===== src/rtl/jt7759_adpcm_mc.sv =====
// Multi-channel uPD7759-style ADPCM decoder: one shared decode datapath serves the channels round-robin.
// Define JT7759_MIX_EN to build the saturated mix output `sound`; without it `sound` stays 0.
module jt7759_adpcm_mc #(
    parameter  int CH = 2,
    parameter  int OW = 9,
    localparam int PW = (CH > 1) ? $clog2(CH) : 1
) (
    input  logic             rst,
    input  logic             clk,
    input  logic             cen,
    input  logic             cendec,
    input  logic [3:0]       din,
    input  logic [PW-1:0]    din_ch,
    input  logic             din_we,
    input  logic [CH-1:0]    clr,
    output logic [CH-1:0]    busy,
    output logic [CH-1:0]    muted,
    output logic [CH*OW-1:0] sound_ch,
    output logic [OW-1:0]    sound
);

    // Step magnitudes for nibble[2:0]; nibble[3] selects the negated half of each row.
    localparam logic [7:0] STEP_ROM [16][8] = '{
        '{8'd0, 8'd0,  8'd1,  8'd2,  8'd3,  8'd5,   8'd7,   8'd10 },
        '{8'd0, 8'd1,  8'd2,  8'd3,  8'd4,  8'd6,   8'd8,   8'd13 },
        '{8'd0, 8'd1,  8'd2,  8'd4,  8'd5,  8'd7,   8'd10,  8'd15 },
        '{8'd0, 8'd1,  8'd3,  8'd4,  8'd6,  8'd9,   8'd13,  8'd19 },
        '{8'd0, 8'd2,  8'd3,  8'd5,  8'd8,  8'd11,  8'd15,  8'd23 },
        '{8'd0, 8'd2,  8'd4,  8'd7,  8'd10, 8'd14,  8'd19,  8'd29 },
        '{8'd0, 8'd3,  8'd5,  8'd8,  8'd12, 8'd16,  8'd22,  8'd33 },
        '{8'd1, 8'd4,  8'd7,  8'd10, 8'd15, 8'd20,  8'd29,  8'd43 },
        '{8'd1, 8'd4,  8'd8,  8'd13, 8'd18, 8'd25,  8'd35,  8'd53 },
        '{8'd1, 8'd6,  8'd10, 8'd16, 8'd22, 8'd31,  8'd43,  8'd64 },
        '{8'd2, 8'd7,  8'd12, 8'd19, 8'd27, 8'd37,  8'd51,  8'd76 },
        '{8'd2, 8'd9,  8'd16, 8'd24, 8'd34, 8'd46,  8'd64,  8'd96 },
        '{8'd3, 8'd11, 8'd19, 8'd29, 8'd41, 8'd57,  8'd79,  8'd117},
        '{8'd4, 8'd13, 8'd24, 8'd36, 8'd50, 8'd69,  8'd96,  8'd143},
        '{8'd4, 8'd16, 8'd29, 8'd44, 8'd62, 8'd85,  8'd118, 8'd175},
        '{8'd6, 8'd20, 8'd36, 8'd54, 8'd76, 8'd106, 8'd147, 8'd222}
    };

    logic signed [8:0] sig [CH];
    logic        [3:0] st  [CH];
    logic        [3:0] nib [CH];
    logic     [CH-1:0] pend;
    logic     [PW-1:0] ptr;

    logic signed [8:0] cur_sig, next_sig;
    logic        [3:0] cur_st, cur_nib, next_st;
    logic        [7:0] mag;
    logic signed [9:0] delta, sum;
    logic signed [2:0] dst;
    logic signed [5:0] sst;

    assign busy = pend;

    always_comb begin
        cur_sig = '0;
        cur_st  = '0;
        cur_nib = '0;
        for (int i = 0; i < CH; i++) begin
            if (ptr == PW'(i)) begin
                cur_sig = sig[i];
                cur_st  = st[i];
                cur_nib = nib[i];
            end
        end
        mag   = STEP_ROM[cur_st][cur_nib[2:0]];
        delta = cur_nib[3] ? -$signed({2'b00, mag}) : $signed({2'b00, mag});
        sum   = 10'(cur_sig) + delta;
        if (sum > 10'sd255)
            next_sig = 9'sd255;
        else if (sum < -10'sd256)
            next_sig = -9'sd256;
        else
            next_sig = sum[8:0];
        case (cur_nib[2:0])
            3'd0, 3'd1: dst = -3'sd1;
            3'd2, 3'd3: dst = 3'sd0;
            3'd4:       dst = 3'sd1;
            3'd5, 3'd6: dst = 3'sd2;
            default:    dst = 3'sd3;
        endcase
        sst = $signed({2'b00, cur_st}) + 6'(dst);
        if (sst < 6'sd0)
            next_st = 4'd0;
        else if (sst > 6'sd15)
            next_st = 4'd15;
        else
            next_st = sst[3:0];
    end

    // Priority per channel: clear, then decode, then accepting a new nibble.
    always_ff @(posedge clk or posedge rst) begin
        if (rst) begin
            ptr   <= '0;
            pend  <= '0;
            muted <= '1;
            for (int i = 0; i < CH; i++) begin
                sig[i] <= '0;
                st[i]  <= '0;
                nib[i] <= '0;
            end
        end else begin
            if (cen)
                ptr <= (ptr == PW'(CH - 1)) ? '0 : ptr + 1'b1;
            for (int i = 0; i < CH; i++) begin
                if (clr[i]) begin
                    sig[i]   <= '0;
                    st[i]    <= '0;
                    pend[i]  <= 1'b0;
                    muted[i] <= 1'b1;
                end else if (cen && ptr == PW'(i) && pend[i]) begin
                    sig[i]   <= next_sig;
                    st[i]    <= next_st;
                    pend[i]  <= 1'b0;
                    muted[i] <= 1'b0;
                end else if (din_we && din_ch == PW'(i) && !pend[i]) begin
                    nib[i]  <= din;
                    pend[i] <= 1'b1;
                end
            end
        end
    end

    logic signed [OW-1:0] ld [CH];
    logic        [OW-1:0] mix;

    always_comb begin
        for (int i = 0; i < CH; i++)
            ld[i] = muted[i] ? '0 : (OW'(sig[i]) <<< (OW - 9));
    end

`ifdef JT7759_MIX_EN
    localparam int SW = OW + 4;
    localparam logic signed [SW-1:0] SMAX = {{(SW-OW+1){1'b0}}, {(OW-1){1'b1}}};
    localparam logic signed [SW-1:0] SMIN = {{(SW-OW+1){1'b1}}, {(OW-1){1'b0}}};
    logic signed [SW-1:0] acc;

    always_comb begin
        acc = '0;
        for (int i = 0; i < CH; i++)
            acc = acc + SW'(ld[i]);
        if (acc > SMAX)
            mix = SMAX[OW-1:0];
        else if (acc < SMIN)
            mix = SMIN[OW-1:0];
        else
            mix = acc[OW-1:0];
    end
`else
    assign mix = '0;
`endif

    always_ff @(posedge clk or posedge rst) begin
        if (rst) begin
            sound_ch <= '0;
            sound    <= '0;
        end else if (cendec) begin
            for (int i = 0; i < CH; i++)
                sound_ch[i*OW +: OW] <= ld[i];
            sound <= mix;
        end
    end

endmodule


===== config.mk =====
export PLATFORM = sky130hd
export DESIGN_NAME = jt7759_adpcm_mc
export DESIGN_NICKNAME = d
export VERILOG_FILES = /design/src/rtl/jt7759_adpcm_mc.sv
export SDC_FILE = /design/constraint.sdc
export NUM_CORES = 1
export LEC_CHECK = 0
export ABC_AREA = 1
export BUFFER_PORTS_ARGS = -buffer_cell sky130_fd_sc_hd__buf_2
export CAP_MARGIN = 10
export CORE_MARGIN = 2
export CORE_UTILIZATION = 61
export CTS_BUF_LIST = sky130_fd_sc_hd__clkbuf_16
export CTS_CLUSTER_DIAMETER = 150
export DETAILED_ROUTE_END_ITERATION = 6
export GPL_TIMING_DRIVEN = 0
export PLACE_DENSITY = 0.81
export SLEW_MARGIN = 10
export SYNTH_ARGS = -nofsm -noshare
export SYNTH_HDL_FRONTEND = slang
export SYNTH_SLANG_ARGS = --single-unit
export TNS_END_PERCENT = 1

===== constraint.sdc =====
create_clock -name clk -period 5.47 [get_ports clk]
set_clock_uncertainty 0.1 [all_clocks]
set_input_delay 0.2735 -clock clk [delete_from_list [all_inputs] [get_ports clk]]
set_output_delay 0.2735 -clock clk [all_outputs]
set_load 0.02 [all_outputs]

==> flow_metrics.env, run 1 <==
export IMPL_hpwlAfterDp_um=9580
export IMPL_synth_avg_cell_area_um2=6.73
export IMPL_fin_crit_ns=5.08
export IMPL_start_util_pct=63.4
export IMPL_die_area_um2=8290
export IMPL_via_count=4751
export IMPL_drtIter0Drc=425
export IMPL_relSlewSlack_pct=50.0
export IMPL_hold_depth=2
export IMPL_cp_max_fo=10
export IMPL_clockBufferDepth=2
export IMPL_slowest_delay_ns=0.43
export IMPL_numCtsBuffers=9
export IMPL_n_antenna_cell=0
export IMPL_ys_warn_count=0
export IMPL_routedWlPerCell_um=15.7
export IMPL_cts_root_buf="clkbuf_16"
export IMPL_synthCells=687
export IMPL_synthFlopType="dfrtp_1"
export IMPL_wirelength_um=13300
export IMPL_core_area_um2=7290
export IMPL_seq_area_um2=1430
export IMPL_rsz0062_at_grt="no"
export IMPL_cts_sinks=57
export IMPL_cts_max_level=3
export IMPL_dr_pass1_iters=6
export IMPL_ys_seq_area_share_pct=30.9
export IMPL_setup_viol=0
export IMPL_gp_congestion=1.03
export IMPL_grt_use_total_pct=33.6
export IMPL_synth_area_um2=4620
export IMPL_drive_gt1_share_pct=15.0
export IMPL_path_buf_inv=8
export IMPL_crit_family="simple AND/OR/NAND/NOR gates"
export IMPL_clk_pin_slew_ns=0.05
export IMPL_fillers=606
export IMPL_portBuffers=32
export IMPL_areaGrowthSynthToFinish_pct=13.5
export IMPL_finalCritPeriodShare_pct=92.8
export IMPL_synth_seq_cells=57
export IMPL_start_kind="register"
export IMPL_synth_largest_area_cell="dfrtp_1"
export IMPL_hp_class="in -> reg"
export IMPL_powerDensity_nw_per_um2=482
export IMPL_cts_tree="done"
export IMPL_grt_antenna_before_repair=0
export IMPL_fin_cells=844
export IMPL_grt_max_degree=35
export IMPL_die_y_um=91.0
export IMPL_grt_pass1_wl_um=22300
export IMPL_grt_overflow=0
export IMPL_multi_input_area_um2=2690
export IMPL_dieWidth_um=91.0
export IMPL_r2r_cells=31
export IMPL_row_count=31
export IMPL_vias_per_cell=5.63
export IMPL_synth_area_leaders="dfrtp_1, nand2_1, nand3_1, ha_1, inv_1"
export IMPL_ant_nets=0
export IMPL_hold_violations=0
export IMPL_yosysMostFrequentCell="nand2_1"
export IMPL_async_reset_ff_share_pct=100
export IMPL_cp_required_ns=5.63
export IMPL_drc_errors=0
export IMPL_worst_pin_slew_ns=0.743
export IMPL_clk_latency_ns=0.33
export IMPL_cp_common_cell="nand2_1"
export IMPL_synth_cell_types=36
export IMPL_ios=43
export IMPL_nets=779
export IMPL_max_freq_ghz=0.197
export IMPL_cp_arrival_ns=5.24
export IMPL_crit_cells=31
export IMPL_p_leak_nw=2.88
export IMPL_dpl_cell_count=827
export IMPL_grt_pass1_vias=4474
export IMPL_drv_slew=0
export IMPL_critPathKind="reg -> reg"
export IMPL_synth_top_area_share_pct=29.8
export IMPL_peakVddDrop_v=0.000274
export IMPL_synthTopCellsByCount="nand2_1, nand3_1, inv_1, dfrtp_1, o21ai_0"
export IMPL_synth_edf_count=0
export IMPL_maxCapViolations=0
export IMPL_slowest_stage="fa_1"
export IMPL_cp_end_kind="register"
export IMPL_status="complete, no violations"
export IMPL_tns_ns=0
[registers in the layout, indices dropped and copies added (netlist names)]
signal,count
sig,18
sound_ch,18
nib,8
st,8
busy,2
muted,2
ptr,1
[report_power, final]
group | switching, mW | leakage [nW] | internal [mW] | total [mW]
clock | 0.210 | 0.129 | 0.305 | 0.515
sequential | 0.0271 | 0.773 | 0.457 | 0.484
combinational | 1.04 | 1.98 | 0.492 | 1.53
total | 1.27 | 2.88 | 1.25 | 2.53
[path summary, 6_finish.rpt]
| check | from | end | slack [ns] |
|---|---|---|---|
| worst max-delay path | ptr | sig[13] | 0.39 |
| worst min-delay path | cen | ptr | 0.07 |
| worst max register to register | ptr | sig[13] | 0.39 |
| worst min register to register | nib[1] | nib[1] | 0.39 |
| max in group asynchronous | rst | muted[1] | 4.20 |
| min in group asynchronous | rst | sound_ch[5] | 0.44 |
[area by class of cell]
type / instances / area share, %
multi-input combinational: 520 / 51.3
sequential: 57 / 27.2
inverter: 92 / 6.58
clock buffer: 9 / 4.29
buffer: 26 / 3.70
timing repair buffer: 34 / 3.63
tap: 99 / 2.36
clock inverter: 7 / 0.883
[stage by stage]
stage	setup WS, ns	util, %	cell area [um^2]	hold WS [ns]	power [mW]
finish	0.395	71.9	5250	0.0729	2.53
global route	0.0205	71.9	5250	0.0782	2.71
CTS	0.0943	71.8	5240	0.0671	2.49
detailed placement	0.122	68.0	4960	0.242	1.95
global placement	0.275	67.7	4940	0.367	1.92
floorplan	1.04	-	4650	0.261	1.61
[what timing repair did]
item | in CTS | in global routing
endpoints found under the setup margin | 0 | 16
hold endpoints to repair | 23 | 0
setup buffers | 0 | 0
gates resized for setup | 0 | 5
hold buffers | 1 | 0
[logic make-up after synthesis]
family                     Yosys count  synth area share [%]
DFF                                 57                  30.9
other                                1                0.0811
AOI/OAI and AO/OA                   90                  10.8
xor gates and xnor gates            15                  2.84
buffers and inverters              118                  11.6
and+or+nand+nor                    379                  36.1
adders and majority gates           27                  7.63
[per-layer routing]
metal	global-route usage, %	routed length (um)	up-vias
met4	11.4	267	0
met3	6.89	1290	25
li1	-	-	2282
met2	52.5	6090	266
met5	0	0	-
met1	46.6	5620	2178
[cell usage in the layout (no fill, tap or decap), types with 12 or more instances in the layout]
cell type / count
o21ai_0: 40
nand2_2: 13
nand3_1: 85
buf_4: 12
inv_1: 79
buf_2: 34
a21oi_1: 24
ha_1: 25
nand2_1: 219
dfrtp_1: 55
nor2_1: 40
Note: power is estimated with default switching activity, not from simulation.
==> run 2: changes to the inputs <==
Settings changed: CORE_UTILIZATION 61 to 65, PLACE_DENSITY 0.81 to 0.85.
Clock period 5.47 ns to 6.5 ns, I/O delays scaled along.
==> flow_metrics.env, run 2 (synthesis gave the netlist of run 1 again) <==
export IMPL_r2r_start="ptr"
export IMPL_fin_cells=840
export IMPL_start_kind="register"
export IMPL_crit_family="simple AND/OR/NAND/NOR gates"
export IMPL_maxCapViolations=0
export IMPL_ios=43
export IMPL_core_area_um2=6830
export IMPL_via_count=5226
export IMPL_crit_path_start="ptr"
export IMPL_finalWorstSetupSlack_ns=0.814
export IMPL_powerDensity_nw_per_um2=426
export IMPL_start_util_pct=67.7
export IMPL_peakVddDrop_v=0.000344
export IMPL_numCtsBuffers=9
export IMPL_portBuffers=32
export IMPL_placed_area_um2=4950
export IMPL_dieWidth_um=88.3
export IMPL_cp_required_ns=6.66
export IMPL_cp_common_cell="nand2_1"
export IMPL_areaGrowthSynthToFinish_pct=14.0
export IMPL_hp_class="in -> reg"
export IMPL_final_area_um2=5270
export IMPL_grt_overflow=0
export IMPL_drive_gt1_share_pct=15.1
export IMPL_reg_top3="sig (18), sound_ch (18)"
export IMPL_relSlewSlack_pct=45.7
export IMPL_drc_errors=0
export IMPL_finalCritPeriodShare_pct=87.5
export IMPL_routedWlPerCell_um=19.1
export IMPL_cts_tree="done"
export IMPL_vias_per_cell=6.22
export IMPL_cts_setup_buffers=0
export IMPL_hold_violations=0
export IMPL_grt_antenna_before_repair=0
export IMPL_cp_end_kind="register"
export IMPL_row_count=30
export IMPL_p_leak_nw=2.90
export IMPL_ant_nets=0
export IMPL_nets=779
export IMPL_tns_ns=0
export IMPL_pre_cts_ws_ns=1.15
export IMPL_grt_pass1_wl_um=25300
export IMPL_critPathKind="reg -> reg"
export IMPL_n_antenna_cell=0
export IMPL_hold_ws_ns=0.117
export IMPL_grt_pass1_vias=4931
export IMPL_die_y_um=88.3
export IMPL_drv_slew=0
export IMPL_drtIter0Drc=694
export IMPL_clk_pin_slew_ns=0.05
export IMPL_setup_viol=0
export IMPL_die_area_um2=7800
export IMPL_clk_latency_ns=0.33
export IMPL_cp_arrival_ns=5.84
export IMPL_wirelength_um=16100
export IMPL_fin_crit_ns=5.69
export IMPL_fin_total_pwr_mw=2.25
export IMPL_layout_common_cells="nand2_1, nand3_1, inv_1"
export IMPL_gp_congestion=1.05
export IMPL_dr_pass1_iters=6
export IMPL_grt_max_degree=36
export IMPL_utilization_pct=77.2
export IMPL_dpl_cell_count=824
export IMPL_status="complete, no violations"
export IMPL_worstHoldStart="cen"
export IMPL_hpwlAfterDp_um=10200
export IMPL_cts_max_level=3
export IMPL_cp_max_fo=10
export IMPL_final_common_cell="nand2_1"
export IMPL_cts_sinks=57
export IMPL_max_freq_ghz=0.176
export IMPL_worst_pin_slew_ns=0.806
export IMPL_cts_root_buf="clkbuf_16"
export IMPL_slowest_delay_ns=0.44
export IMPL_rsz0062_at_grt="no"
export IMPL_grt_use_total_pct=43.0
export IMPL_clockBufferDepth=2
export IMPL_path_buf_inv=6
export IMPL_slowest_stage="fa_1"
[run 2: worst register-to-register path, delay by kind of cell, from the launching register on]
family	cells	cell delay, ns
AND/OR/NAND/NOR	13	1.76
buffers and inverters	6	0.71
XOR/XNOR	1	0.24
AO/OA/AOI/OAI	7	1.35
adder cells (fa/ha/maj)	3	1.05
flip-flops	1	0.41
[run 2: per-layer routing]
metal	track usage, %	wire length, um	vias up
met2	67.2	7200	440
met4	20.7	891	0
li1	-	-	2282
met1	57.0	6010	2406
met5	0	0	-
met3	9.33	1980	98
[run 2: layout make-up]
cell class	instances	area, um^2
multi-input cells	520	2690
well taps	96	120
plain buffers	26	191
repair buffers	34	190
clock buffers	9	225
inverters	92	345
clock inverters	6	83.8
fillers	469	1560
flip-flops and latches	57	1430
[run 2: report_power, final]
group | switching (mW) | internal (mW) | total (mW) | leakage (nW)
logic | 0.914 | 0.410 | 1.32 | 1.97
registers | 0.0282 | 0.385 | 0.413 | 0.773
clock network | 0.177 | 0.332 | 0.509 | 0.155
total | 1.12 | 1.13 | 2.25 | 2.90
[run 2: repair_timing]
action / 4_1_cts / 5_1_grt
endpoints found under the hold margin: 22 / 0
hold buffers: 1 / 0
gates resized for setup: 0 / 0
setup endpoints to repair: 0 / 0
[run 2: path summary, 6_finish.rpt]
path,to,slack (ns),depth (start not counted)
min,ptr,0.12,2
min in group asynchronous,sig[14],0.50,3
max,sig[15],0.81,30
min reg2reg,nib[5],0.39,2
max in group asynchronous,muted[1],5.15,4
max reg2reg,sig[15],0.81,30
